File: src/rtl/pixel_pkg.sv
// Shared types and helpers for the pixel framebuffer writer.
// Holds the capture FSM state encoding and the RGB888 -> RGB565 packing.
package pixel_pkg;

    typedef enum logic [1:0] {
        ST_IDLE   = 2'd0,
        ST_ACTIVE = 2'd1,
        ST_FLUSH  = 2'd2
    } state_e;

    // Keep the top bits of each channel: 5 for R, 6 for G, 5 for B.
    function automatic logic [15:0] rgb888_to_565(input logic [23:0] pix);
        return {pix[23:19], pix[15:10], pix[7:3]};
    endfunction

endpackage

File: src/rtl/pixel_fb_writer.sv
// Captures one AXI-stream frame per frame_start and writes it as RGB565 in raster order.
// Latency: accepted beat in cycle N -> fb_we in cycle N+1; tready is a pure function of state.
module pixel_fb_writer
    import pixel_pkg::*;
#(
    parameter int H_RES  = 320,
    parameter int V_RES  = 180,
    parameter int ADDR_W = 16
) (
    input  logic              aclk,
    input  logic              areset,
    input  logic [23:0]       pixel_axis_tdata,
    input  logic              pixel_axis_tvalid,
    output logic              pixel_axis_tready,
    input  logic              frame_start,
    output logic [ADDR_W-1:0] fb_addr,
    output logic [15:0]       fb_wdata,
    output logic              fb_we,
    output logic              busy,
    output logic              frame_done
);

    localparam int X_W = (H_RES > 1) ? $clog2(H_RES) : 1;
    localparam int Y_W = (V_RES > 1) ? $clog2(V_RES) : 1;
    localparam logic [X_W-1:0] X_LAST = X_W'(H_RES - 1);
    localparam logic [Y_W-1:0] Y_LAST = Y_W'(V_RES - 1);

    state_e            state_q, state_d;
    logic [X_W-1:0]    x_q, x_d;
    logic [Y_W-1:0]    y_q, y_d;
    logic [ADDR_W-1:0] addr_q, addr_d;
    logic [ADDR_W-1:0] fb_addr_q, fb_addr_d;
    logic [15:0]       fb_wdata_q, fb_wdata_d;
    logic              fb_we_q, fb_we_d;
    logic              frame_done_q, frame_done_d;
    logic              beat_acc;

    assign beat_acc = pixel_axis_tvalid && (state_q == ST_ACTIVE);

    always_comb begin
        state_d      = state_q;
        x_d          = x_q;
        y_d          = y_q;
        addr_d       = addr_q;
        fb_addr_d    = fb_addr_q;
        fb_wdata_d   = fb_wdata_q;
        fb_we_d      = 1'b0;
        frame_done_d = 1'b0;

        case (state_q)
            ST_IDLE: begin
                if (frame_start) begin
                    state_d = ST_ACTIVE;
                    x_d     = '0;
                    y_d     = '0;
                    addr_d  = '0;
                end
            end
            ST_ACTIVE: begin
                if (beat_acc) begin
                    fb_we_d    = 1'b1;
                    fb_addr_d  = addr_q;
                    fb_wdata_d = rgb888_to_565(pixel_axis_tdata);
                    addr_d     = addr_q + 1'b1;
                    if (x_q == X_LAST) begin
                        x_d = '0;
                        // Last pixel of the frame: its write lands in the FLUSH cycle.
                        if (y_q == Y_LAST) begin
                            state_d      = ST_FLUSH;
                            frame_done_d = 1'b1;
                        end else begin
                            y_d = y_q + 1'b1;
                        end
                    end else begin
                        x_d = x_q + 1'b1;
                    end
                end
            end
            ST_FLUSH: begin
                state_d = ST_IDLE;
            end
            default: begin
                state_d = ST_IDLE;
            end
        endcase
    end

    always_ff @(posedge aclk or posedge areset) begin
        if (areset) begin
            state_q      <= ST_IDLE;
            x_q          <= '0;
            y_q          <= '0;
            addr_q       <= '0;
            fb_addr_q    <= '0;
            fb_wdata_q   <= '0;
            fb_we_q      <= 1'b0;
            frame_done_q <= 1'b0;
        end else begin
            state_q      <= state_d;
            x_q          <= x_d;
            y_q          <= y_d;
            addr_q       <= addr_d;
            fb_addr_q    <= fb_addr_d;
            fb_wdata_q   <= fb_wdata_d;
            fb_we_q      <= fb_we_d;
            frame_done_q <= frame_done_d;
        end
    end

    assign pixel_axis_tready = (state_q == ST_ACTIVE);
    assign busy              = (state_q != ST_IDLE);
    assign fb_addr           = fb_addr_q;
    assign fb_wdata          = fb_wdata_q;
    assign fb_we             = fb_we_q;
    assign frame_done        = frame_done_q;

endmodule

File: config.mk
export PLATFORM = sky130hd
export DESIGN_NAME = pixel_fb_writer
export DESIGN_NICKNAME = d
export VERILOG_FILES = /design/src/rtl/pixel_pkg.sv /design/src/rtl/pixel_fb_writer.sv
export SDC_FILE = /design/constraint.sdc
export NUM_CORES = 1
export LEC_CHECK = 0
export BUFFER_PORTS_ARGS = -buffer_cell sky130_fd_sc_hd__buf_2
export CAP_MARGIN = 20
export CORE_MARGIN = 10
export CORE_UTILIZATION = 54
export CTS_CLUSTER_SIZE = 28
export DETAILED_ROUTE_END_ITERATION = 16
export PLACE_DENSITY = 0.85
export SLEW_MARGIN = 5
export SYNTH_ARGS = -nofsm -noshare
export SYNTH_HDL_FRONTEND = slang
export SYNTH_SLANG_ARGS = --single-unit
File: constraint.sdc
create_clock -name aclk -period 2.3 [get_ports aclk]
set_input_delay 0.115 -clock aclk [delete_from_list [all_inputs] [get_ports aclk]]
set_output_delay 0.115 -clock aclk [all_outputs]
set_load 0.01 [all_outputs]
==> summary.txt, run 1 <==
Run status
  – Run status: finished clean

STA
  – Worst relative slew slack: 0.561
  – Final worst slack: 0.264 ns
  – Clk_skew: 0.00582 ns
  – RSZ-0062 raised after global routing: no
  – Final Cycle Share: 0.885
  – Slew of the pin with the lowest slew margin: 0.640 ns
  – Max Slew Vio Count: 0
  – Setup tns final: 0 ns
  – Fmax: 491 MHz
  – Final Critical Period: 2.04 ns
  – Endpoints failing setup: 0
  – Fin. Hold Viols: 0

CTS
  – CTS Root Cell: clkbuf_8
  – CTS tree: yes
  – Num CTS Buffers: 9
  – H-tree Lvls: 3
  – Clk buf depth: 2
  – Post-CTS Hold Fix Bufs: 17
  – Clk_lat worst skew: roughly 0.34 ns
  – Clk slew on worst S/H paths: 0.07 ns
  – Post-CTS Setup Inserts: 0
  – Post-CTS Resized: 0
  – Sink Count: between 60 and 70

Layout
  – NumNets Final: 434
  – Ant. Diodes: 0
  – Commonest cells after routing, fill and taps aside: nand2_1 (120), dfrtp_1 (69), buf_2 (55)
  – Layout cells sized above 1: 0.204
  – Commonest non-fill, non-tap cell in the layout: nand2_1
  – Syn-to-layout area delta: 24.9%

Floorplan
  – Core outline area: approximately 0.0055 mm²
  – Io pins: 64
  – Std cell rows: 27
  – Die Area: 0.00896 mm²
  – Die H: 94.7 µm
  – Die X: 94.7 µm
  – Initial Utilization: 0.550

Logic synthesis
  – Post-Synthesis Cells: 325
  – Netlist Area Pre-Place: between 0.003 and 0.004 mm²
  – Top-area cell type share of the netlist area: 0.574
  – Largest cells by area after synthesis: dfrtp_1 (57%), nand2_1 (15%), xor2_1 (3.5%)
  – Seq cells post-synth: 69
  – Ys Warns: 0
  – Post-synthesis sequential area ratio: 0.574
  – Mean post-synth cell area: 9.26 µm²
  – Post-synth top area cell: dfrtp_1
  – Synth Net Count: 356
  – Yosys cell types: 33

Critical path
  – Critical path class: register to register
  – Reg2Reg Depth: 7
  – Worst setup EP type: register
  – CP startpoint kind: register
  – Crit-path max FO: 10
  – WP data required: 2.51 ns
  – R2r setup slk: approximately 0.26 ns
  – WP data arrival: 2.25 ns

Placement
  – RD Place Congestion: 0.800
  – Post-DP HPWL: 4.62 mm
  – Pre-CTS setup slack: 0.303 ns
  – Buffers added on ports: 55

Pwr
  – Sw Share: 0.283
  – Final Total Pwr: approximately 2.9 mW
  – Leakage: 1.98 nW
  – Flop pwr share: 0.520
  – P per Cell Area: 781 mW/mm²
  – Int Pwr: 2.10 mW
  – Comb power frac: 0.152
  – Switch Pwr: 831 µW
  – Clk network pwr share: 0.328
  – Max VDD drop: 418 µV

Global routing
  – Tot GR Track Use: 0.166
  – Number of global-route vias before repair: between 2000 and 3000
  – Largest net degree at the start of global routing: 41
  – Initial antenna violation count: 0
  – Grt ovf: 0
  – First-pass GRT wire length: roughly 12 mm

Drt
  – DR WL met2: 3.56 mm
  – Post-Route WL: 6.91 mm
  – DR top layer: met4
  – DR iter-0 viols: 168
  – Routed vias: ~2500
  – ANT nets after route: 0
  – WL met1: 2.83 mm
  – Routed length on met3: 390 µm
  – Routed WL per cell: 14.4 µm
  – DRT Pass-1 Iters: 4
  – Vias per cell: between 5 and 6
  – DR DRC count: 0

Hold path
  – Worst Hold Class: input pin to register
  – Worst hold stages: 3

Job
  – Max-cap violation count: 0
## final cells by class
cell class	instances	area, µm²
flip-flops and latches	69	1730
fillers	439	1710
multi-input cells	237	1200
repair buffers	82	533
clock buffers	15	196
well taps	72	90.1
inverters	4	15.0
## critical path: stages, from the launching register on
cell and delay, ns:
dfrtp_1 0.39, ha_1 0.21, nand3_1 0.18, nor4_1 0.36
buf_4 0.24, nand4_1 0.18, o211ai_1 0.24, o41ai_1 0.12
## through the flow
| stage | area, µm² | hold WS, ns | cells | util |
|---|---|---|---|---|
| 2_1_floorplan | 3010 | 0.220 | 325 | - |
| 3_3_place_gp | 3390 | 0.227 | 447 | 0.620 |
| 3_5_place_dp | 3390 | 0.236 | 447 | 0.620 |
| 4_1_cts | 3760 | 0.0825 | 479 | 0.687 |
| 5_1_grt | 3760 | 0.0885 | 479 | 0.687 |
| 6_report | 3760 | 0.0959 | 479 | 0.687 |
## path summary, 6_finish.rpt
kind                                        startpoint                       to
worst min register to register  fb_addr[5]$_DFFE_PP0P_   fb_addr[5]$_DFFE_PP0P_
worst max register to register      x_q[0]$_DFFE_PP0P_       y_q[6]$_DFFE_PP0P_
min in group asynchronous                       areset  fb_wdata[3]$_DFFE_PP0P_
worst min-delay path                       frame_start   state_q[0]$_DFFE_PP0P_
worst max-delay path                x_q[0]$_DFFE_PP0P_       y_q[6]$_DFFE_PP0P_
max in group asynchronous                       areset       y_q[1]$_DFFE_PP0P_
## layer usage
layer | global-route usage | vias up
met5 | 0 | -
met2 | 0.281 | 68
met4 | 0.0748 | 0
met3 | 0.0357 | 13
met1 | 0.198 | 1175
li1 | - | 1232
## cells in the mapped netlist, drive strengths merged
library cell  instances
nor3                  4
xor2                 12
nor3b                 1
nand2b                3
and2                  2
inv                   4
nand3                10
a21oi                 2
and3                  7
nand4b                1
nand3b                1
nor4                  5
clkbuf                5
xnor2                 6
o31ai                 3
o41ai                 2
or3                   1
a41oi                 1
o211ai                2
or2                   1
mux2i                 2
buf                  10
nand4                11
a22o                  1
nor2b                 1
a31o                  2
o21ai                 7
nand2               120
dfrtp                69
ha                    3
nor2                 25
a32o                  1
## cell families after synthesis
family	Yosys count	synth area share
fa+ha+maj	3	0.0125
xor+xnor	18	0.0524
flops	69	0.574
buf+inv	19	0.0279
mux	2	0.00665
simple gates	193	0.279
compound gates	21	0.0482
## power by group through the flow
stage	Combinational (mW)	Sequential, mW	Clock (mW)
finish	0.446	1.53	0.963
global route	0.509	1.56	1.03
CTS	0.452	1.53	0.981
detailed placement	0.427	1.55	0
global placement	0.403	1.54	0
floorplan	0.235	1.55	0
## state kept, by name, summed over array words and instances, names as in the netlist
register    cells
fb_we           1
addr_q         16
state_q         2
fb_addr        16
fb_wdata       16
x_q             9
y_q             8
frame_done      1
Note: power is estimated with default switching activity, not from simulation.
==> inputs of run 2 (changes only) <==
Settings changed: CORE_ASPECT_RATIO set to 0.8, HOLD_SLACK_MARGIN set to 0.02.
==> summary.txt, run 2 (same netlist as run 1, synthesis figures left out) <==
Layout
  – Ant. Diodes: 0
  – Commonest cells after routing, fill and taps aside: nand2_1 (120), dfrtp_1 (69), buf_2 (55)
  – Commonest non-fill, non-tap cell in the layout: nand2_1
  – Syn-to-layout area delta: 26.4%
  – # fillers: just over 400
  – Layout cells sized above 1: 0.208
  – NumNets Final: ~430

Pwr
  – Comb power frac: 0.143
  – P per Cell Area: 815 mW/mm²
  – Sw Share: 0.284
  – Max VDD drop: 445 µV
  – Switch Pwr: about 900 µW
  – Int Pwr: 2.22 mW
  – Flop pwr share: 0.493
  – Leakage: 1.99 nW
  – Final Total Pwr: between 3 and 4 mW
  – Clk network pwr share: 0.364

STA
  – Clk_skew: 0.0105 ns
  – Endpoints failing setup: 0
  – Fin. Hold Viols: 0
  – Final Cycle Share: 0.864
  – RSZ-0062 raised after global routing: no
  – Slew of the pin with the lowest slew margin: around 0.7 ns
  – Worst hold slack: 0.0956 ns
  – Final Critical Period: 1.99 ns
  – Fmax: 503 MHz
  – Setup tns final: 0 ns
  – Worst relative slew slack: 0.524
  – Max Slew Vio Count: 0
  – Final worst slack: 0.313 ns

Drt
  – Post-Route WL: 6.91 mm
  – Routed vias: between 2000 and 3000
  – DR top layer: met4
  – DRT Pass-1 Iters: 4
  – DR DRC count: 0
  – Routed length on met3: 469 µm
  – WL met1: 2.93 mm
  – Routed WL per cell: between 10 and 15 µm
  – DR WL met2: 3.42 mm
  – Vias per cell: 5.17
  – DR iter-0 viols: 134
  – ANT nets after route: 0

Critical path
  – R2r setup slk: around 0.31 ns
  – Worst setup EP type: register
  – Critical path class: register to register
  – WP data required: 2.53 ns
  – R2r endpoint: y_q[1]$_DFFE_PP0P_
  – WP data arrival: around 2.2 ns
  – CP max stage cell: dfrtp_1
  – Reg2Reg Depth: 6
  – Cell Chain, Critical Path: ha_1 -> nand3_1 -> nor4_1 -> nor2b_1 -> o21ai_0 -> a32o_1
  – CP startpoint kind: register
  – RR Startpoint: x_q[0]$_DFFE_PP0P_
  – Crit-path max FO: 5
  – Max incr delay on CP: about 0.39 ns

Job
  – Max-cap violation count: 0

Global routing
  – Grt ovf: 0
  – Largest net degree at the start of global routing: 39
  – Tot GR Track Use: 0.167
  – Number of global-route vias before repair: 2501
  – Initial antenna violation count: 0
  – First-pass GRT wire length: 11.6 mm

Placement
  – Post-DP HPWL: about 4.6 mm
  – Buffers added on ports: 55
  – Pre-CTS setup slack: 0.345 ns
  – RD Place Congestion: 0.841

Floorplan
  – Die H: slightly below 90 µm
  – Die X: 103 µm
  – Std cell rows: 24
  – Core outline area: 0.00544 mm²
  – Io pins: 64
  – Initial Utilization: 0.554
  – Die Area: between 0.008 and 0.009 mm²

Hold path
  – Hold_sp: frame_start
  – Worst Hold Class: input pin to register
  – Worst hold stages: 3
  – Hold path endpoint: state_q[0]$_DFFE_PP0P_

CTS
  – CTS tree: yes
  – H-tree Lvls: 3
  – Post-CTS Resized: 0
  – Clk slew on worst S/H paths: around 0.070 ns
  – Num CTS Buffers: 9
  – Clk_lat worst skew: 0.35 ns
  – Post-CTS Hold Fix Bufs: 17
  – Sink Count: 69
  – CTS Root Cell: clkbuf_8
  – Clk buf depth: 2
  – Post-CTS Setup Inserts: 0

Run status
  – Run status: finished clean
-- run 2: changes by cell type in the layout (fill, tap and decap cells not counted) --
| cell | previous run | this run |
|---|---|---|
| clkbuf_8 | 14 | 10 |
| bufinv_16 | 0 | 2 |
| inv_6 | 0 | 2 |
| clkbuf_1 | 1 | 0 |
| clkinv_4 | 0 | 1 |
| clkinvlp_4 | 0 | 1 |
-- run 2: power groups by stage --
stage,clock network [mW],registers (mW),logic (mW)
detailed placement,0,1.54,0.426
global route,1.21,1.55,0.505
floorplan,0,1.55,0.235
finish,1.13,1.53,0.444
CTS,1.15,1.52,0.448
global placement,0,1.54,0.404
-- run 2: worst max-delay path: cells and delay by family, from the launching register on --
family                   cells  cell delay (ns)
AND/OR/NAND/NOR              3             0.86
AO/OA/AOI/OAI                2             0.42
flip-flops                   1             0.39
adder cells (fa/ha/maj)      1             0.21
-- run 2: worst max path at each step --
stage                        from                     to  slack (ns)  depth (start not counted)
6_report       x_q[0]$_DFFE_PP0P_     y_q[1]$_DFFE_PP0P_        0.31                          6
5_1_grt        x_q[0]$_DFFE_PP0P_     y_q[1]$_DFFE_PP0P_         0.1                          6
4_1_cts        x_q[0]$_DFFE_PP0P_     y_q[1]$_DFFE_PP0P_        0.33                          6
3_5_place_dp   x_q[0]$_DFFE_PP0P_     y_q[1]$_DFFE_PP0P_        0.35                          6
3_3_place_gp   x_q[0]$_DFFE_PP0P_     y_q[1]$_DFFE_PP0P_        0.44                          6
2_1_floorplan              areset  addr_q[0]$_DFFE_PP0P_        0.45                          1
-- run 2: area by class of cell --
| class | instances | area (µm²) | share of cell area |
|---|---|---|---|
| clock buffers | 10 | 138 | 0.0362 |
| repair buffers | 82 | 533 | 0.140 |
| flip-flops and latches | 69 | 1730 | 0.454 |
| inverters | 4 | 15.0 | 0.00395 |
| well taps | 78 | 97.6 | 0.0257 |
| clock inverters | 6 | 93.8 | 0.0247 |
| multi-input cells | 237 | 1200 | 0.315 |
-- run 2: layer usage --
metal | vias to the layer above | track usage
li1 | 1232 | -
met1 | 1192 | 0.196
met2 | 82 | 0.267
met3 | 8 | 0.0605
met4 | 0 | 0.0744
met5 | - | 0
-- run 2: stage by stage --
stage | instance area (µm²) | utilization | cells
3_3_place_gp | 3400 | 0.626 | 453
4_1_cts | 3800 | 0.700 | 486
2_1_floorplan | 3010 | - | 325
5_1_grt | 3800 | 0.700 | 486
3_5_place_dp | 3400 | 0.626 | 453
6_report | 3800 | 0.700 | 486
==> inputs of run 3 (changes only) <==
Settings changed: CAP_MARGIN 20 to 10, CORE_MARGIN 10 to unset.
==> summary.txt, run 3 (same netlist as run 1, synthesis figures left out) <==
Drt
  – Routed WL per cell: approximately 14 µm
  – Post-Route WL: 6.67 mm
  – DR iter-0 viols: around 150
  – DR DRC count: 0
  – DRT Pass-1 Iters: 4
  – Routed vias: 2560
  – Vias per cell: 5.46
  – ANT nets after route: 0

Global routing
  – Grt ovf: 0
  – First-pass GRT wire length: 10.8 mm
  – Initial antenna violation count: 0
  – Number of global-route vias before repair: 2431
  – Largest net degree at the start of global routing: 37
  – Tot GR Track Use: 0.244

Job
  – Max-cap violation count: 0

Floorplan
  – Io pins: 64
  – Die X: 85.5 µm
  – Die Area: around 0.0059 mm²
  – Initial Utilization: 0.581
  – Core outline area: 0.00518 mm²
  – Std cell rows: 23
  – Die H: 68.8 µm

Layout
  – Commonest non-fill, non-tap cell in the layout: nand2_1
  – Core Util, Final: 0.727
  – Commonest cells after routing, fill and taps aside: nand2_1 (120), dfrtp_1 (69), buf_2 (55)
  – Syn-to-layout area delta: 25.2%
  – Ant. Diodes: 0
  – FF/Latch Area: 0.00173 mm²
  – Finished Cell Area: 0.00377 mm²
  – Multi-input gate area: 0.00120 mm²
  – NumNets Final: about 430
  – # fillers: about 360
  – Layout cells sized above 1: 0.209
  – Layout Cells excl Fill: around 470

STA
  – Clk_skew: 0.00910 ns
  – Endpoints failing setup: 0
  – Final Critical Period: 2.08 ns
  – RSZ-0062 raised after global routing: no
  – Final Cycle Share: 0.905
  – Fin. Hold Viols: 0
  – Max Slew Vio Count: 0
  – Setup tns final: 0 ns
  – Worst relative slew slack: 0.533
  – Fmax: 480 MHz
  – Slew of the pin with the lowest slew margin: just under 0.7 ns

CTS
  – Clk buf depth: 2
  – Sink Count: 69
  – CTS tree: yes
  – Clk_lat worst skew: 0.35 ns
  – Num CTS Buffers: 9
  – Clk slew on worst S/H paths: 0.07 ns
  – H-tree Lvls: 3
  – CTS Root Cell: clkbuf_8

Critical path
  – Cell Chain, Critical Path: ha_1 -> nand3_1 -> nor4_1 -> buf_4 -> nor2b_2 -> o21ai_0 -> a32o_1
  – Crit-path max FO: 11
  – Critical path class: register to register
  – Worst setup EP type: register
  – Critical path's top delay family: simple AND/OR/NAND/NOR gates
  – CP max stage cell: dfrtp_1
  – Max incr delay on CP: around 0.39 ns
  – Crit. Startpoint: x_q[0]$_DFFE_PP0P_
  – CP startpoint kind: register
  – WP data required: 2.54 ns
  – CP bufs+invs: 1
  – RR Startpoint: x_q[0]$_DFFE_PP0P_
  – WP data arrival: 2.32 ns

Pwr
  – Leakage: 1.98 nW
  – P per Cell Area: 814 mW/mm²
  – Final Total Pwr: 3.07 mW
  – Max VDD drop: 462 µV

Placement
  – Buffers added on ports: 55
  – Placed insts: 436
  – RD Place Congestion: 0.891
  – Post-DP HPWL: ~4 mm
  – Post-DP Area: 0.00337 mm²

Run status
  – Run status: finished clean

Hold path
  – Worst Hold Class: input pin to register
  – Hold_sp: frame_start
[run 3: changes by cell type in the layout (fill, tap and decap cells not counted)]
| cell | before | now |
|---|---|---|
| buf_4 | 9 | 8 |
| nor2b_1 | 1 | 0 |
| clkinvlp_4 | 1 | 2 |
| nor2b_2 | 0 | 1 |
| clkbuf_8 | 10 | 9 |
| clkinv_2 | 0 | 1 |
| inv_6 | 2 | 1 |
[run 3: repair_timing]
item                                   CTS  global route
buffers inserted                         0             0
hold buffers                            17             0
setup endpoints to repair                0             2
resized for setup                        0             1
endpoints found under the hold margin   49             0
[run 3: path summary, 6_finish.rpt]
check | end | slack (ns) | cells after the start
hold / removal | state_q[0]$_DFFE_PP0P_ | 0.11 | 3
min in group asynchronous | fb_wdata[15]$_DFFE_PP0P_ | 0.42 | 3
setup reg to reg | y_q[1]$_DFFE_PP0P_ | 0.22 | 7
setup / recovery | y_q[1]$_DFFE_PP0P_ | 0.22 | 7
hold reg to reg | fb_addr[3]$_DFFE_PP0P_ | 0.47 | 2
max in group asynchronous | y_q[6]$_DFFE_PP0P_ | 1.24 | 4
[run 3: where the power goes]
group,total [mW],internal [mW],switching (mW)
Sequential,1.53,1.38,0.155
Combinational,0.442,0.193,0.249
Clock,1.10,0.613,0.482
[run 3: per-stage QoR]
step | hold slack [ns] | worst slack, ns
floorplan | 0.220 | 0.445
global placement | 0.258 | 0.291
detailed placement | 0.264 | 0.165
CTS | 0.0975 | 0.145
global route | 0.138 | 0.0721
finish | 0.107 | 0.218
[run 3: area by class of cell]
type | instances | area share
Multi-Input combinational cell | 237 | 0.319
Clock buffer | 9 | 0.0329
Sequential cell | 69 | 0.458
Clock inverter | 7 | 0.0259
Inverter | 4 | 0.00399
Timing Repair Buffer | 81 | 0.139
Tap cell | 62 | 0.0206
[run 3: metal layers]
layer | global-route usage | wire length (µm) | vias to the layer above
met2 | 0.403 | 3120 | 97
met1 | 0.303 | 2930 | 1224
met3 | 0.0714 | 472 | 13
met5 | 0 | 0 | -
li1 | - | - | 1226
met4 | 0.110 | 136 | 0
[run 3: worst reg2reg max path, delay by kind of cell, from the launching register on]
family / cells / cell delay (ns)
buf+inv: 1 / 0.23
compound gates: 2 / 0.39
simple gates: 3 / 0.75
flops: 1 / 0.39
fa+ha+maj: 1 / 0.21
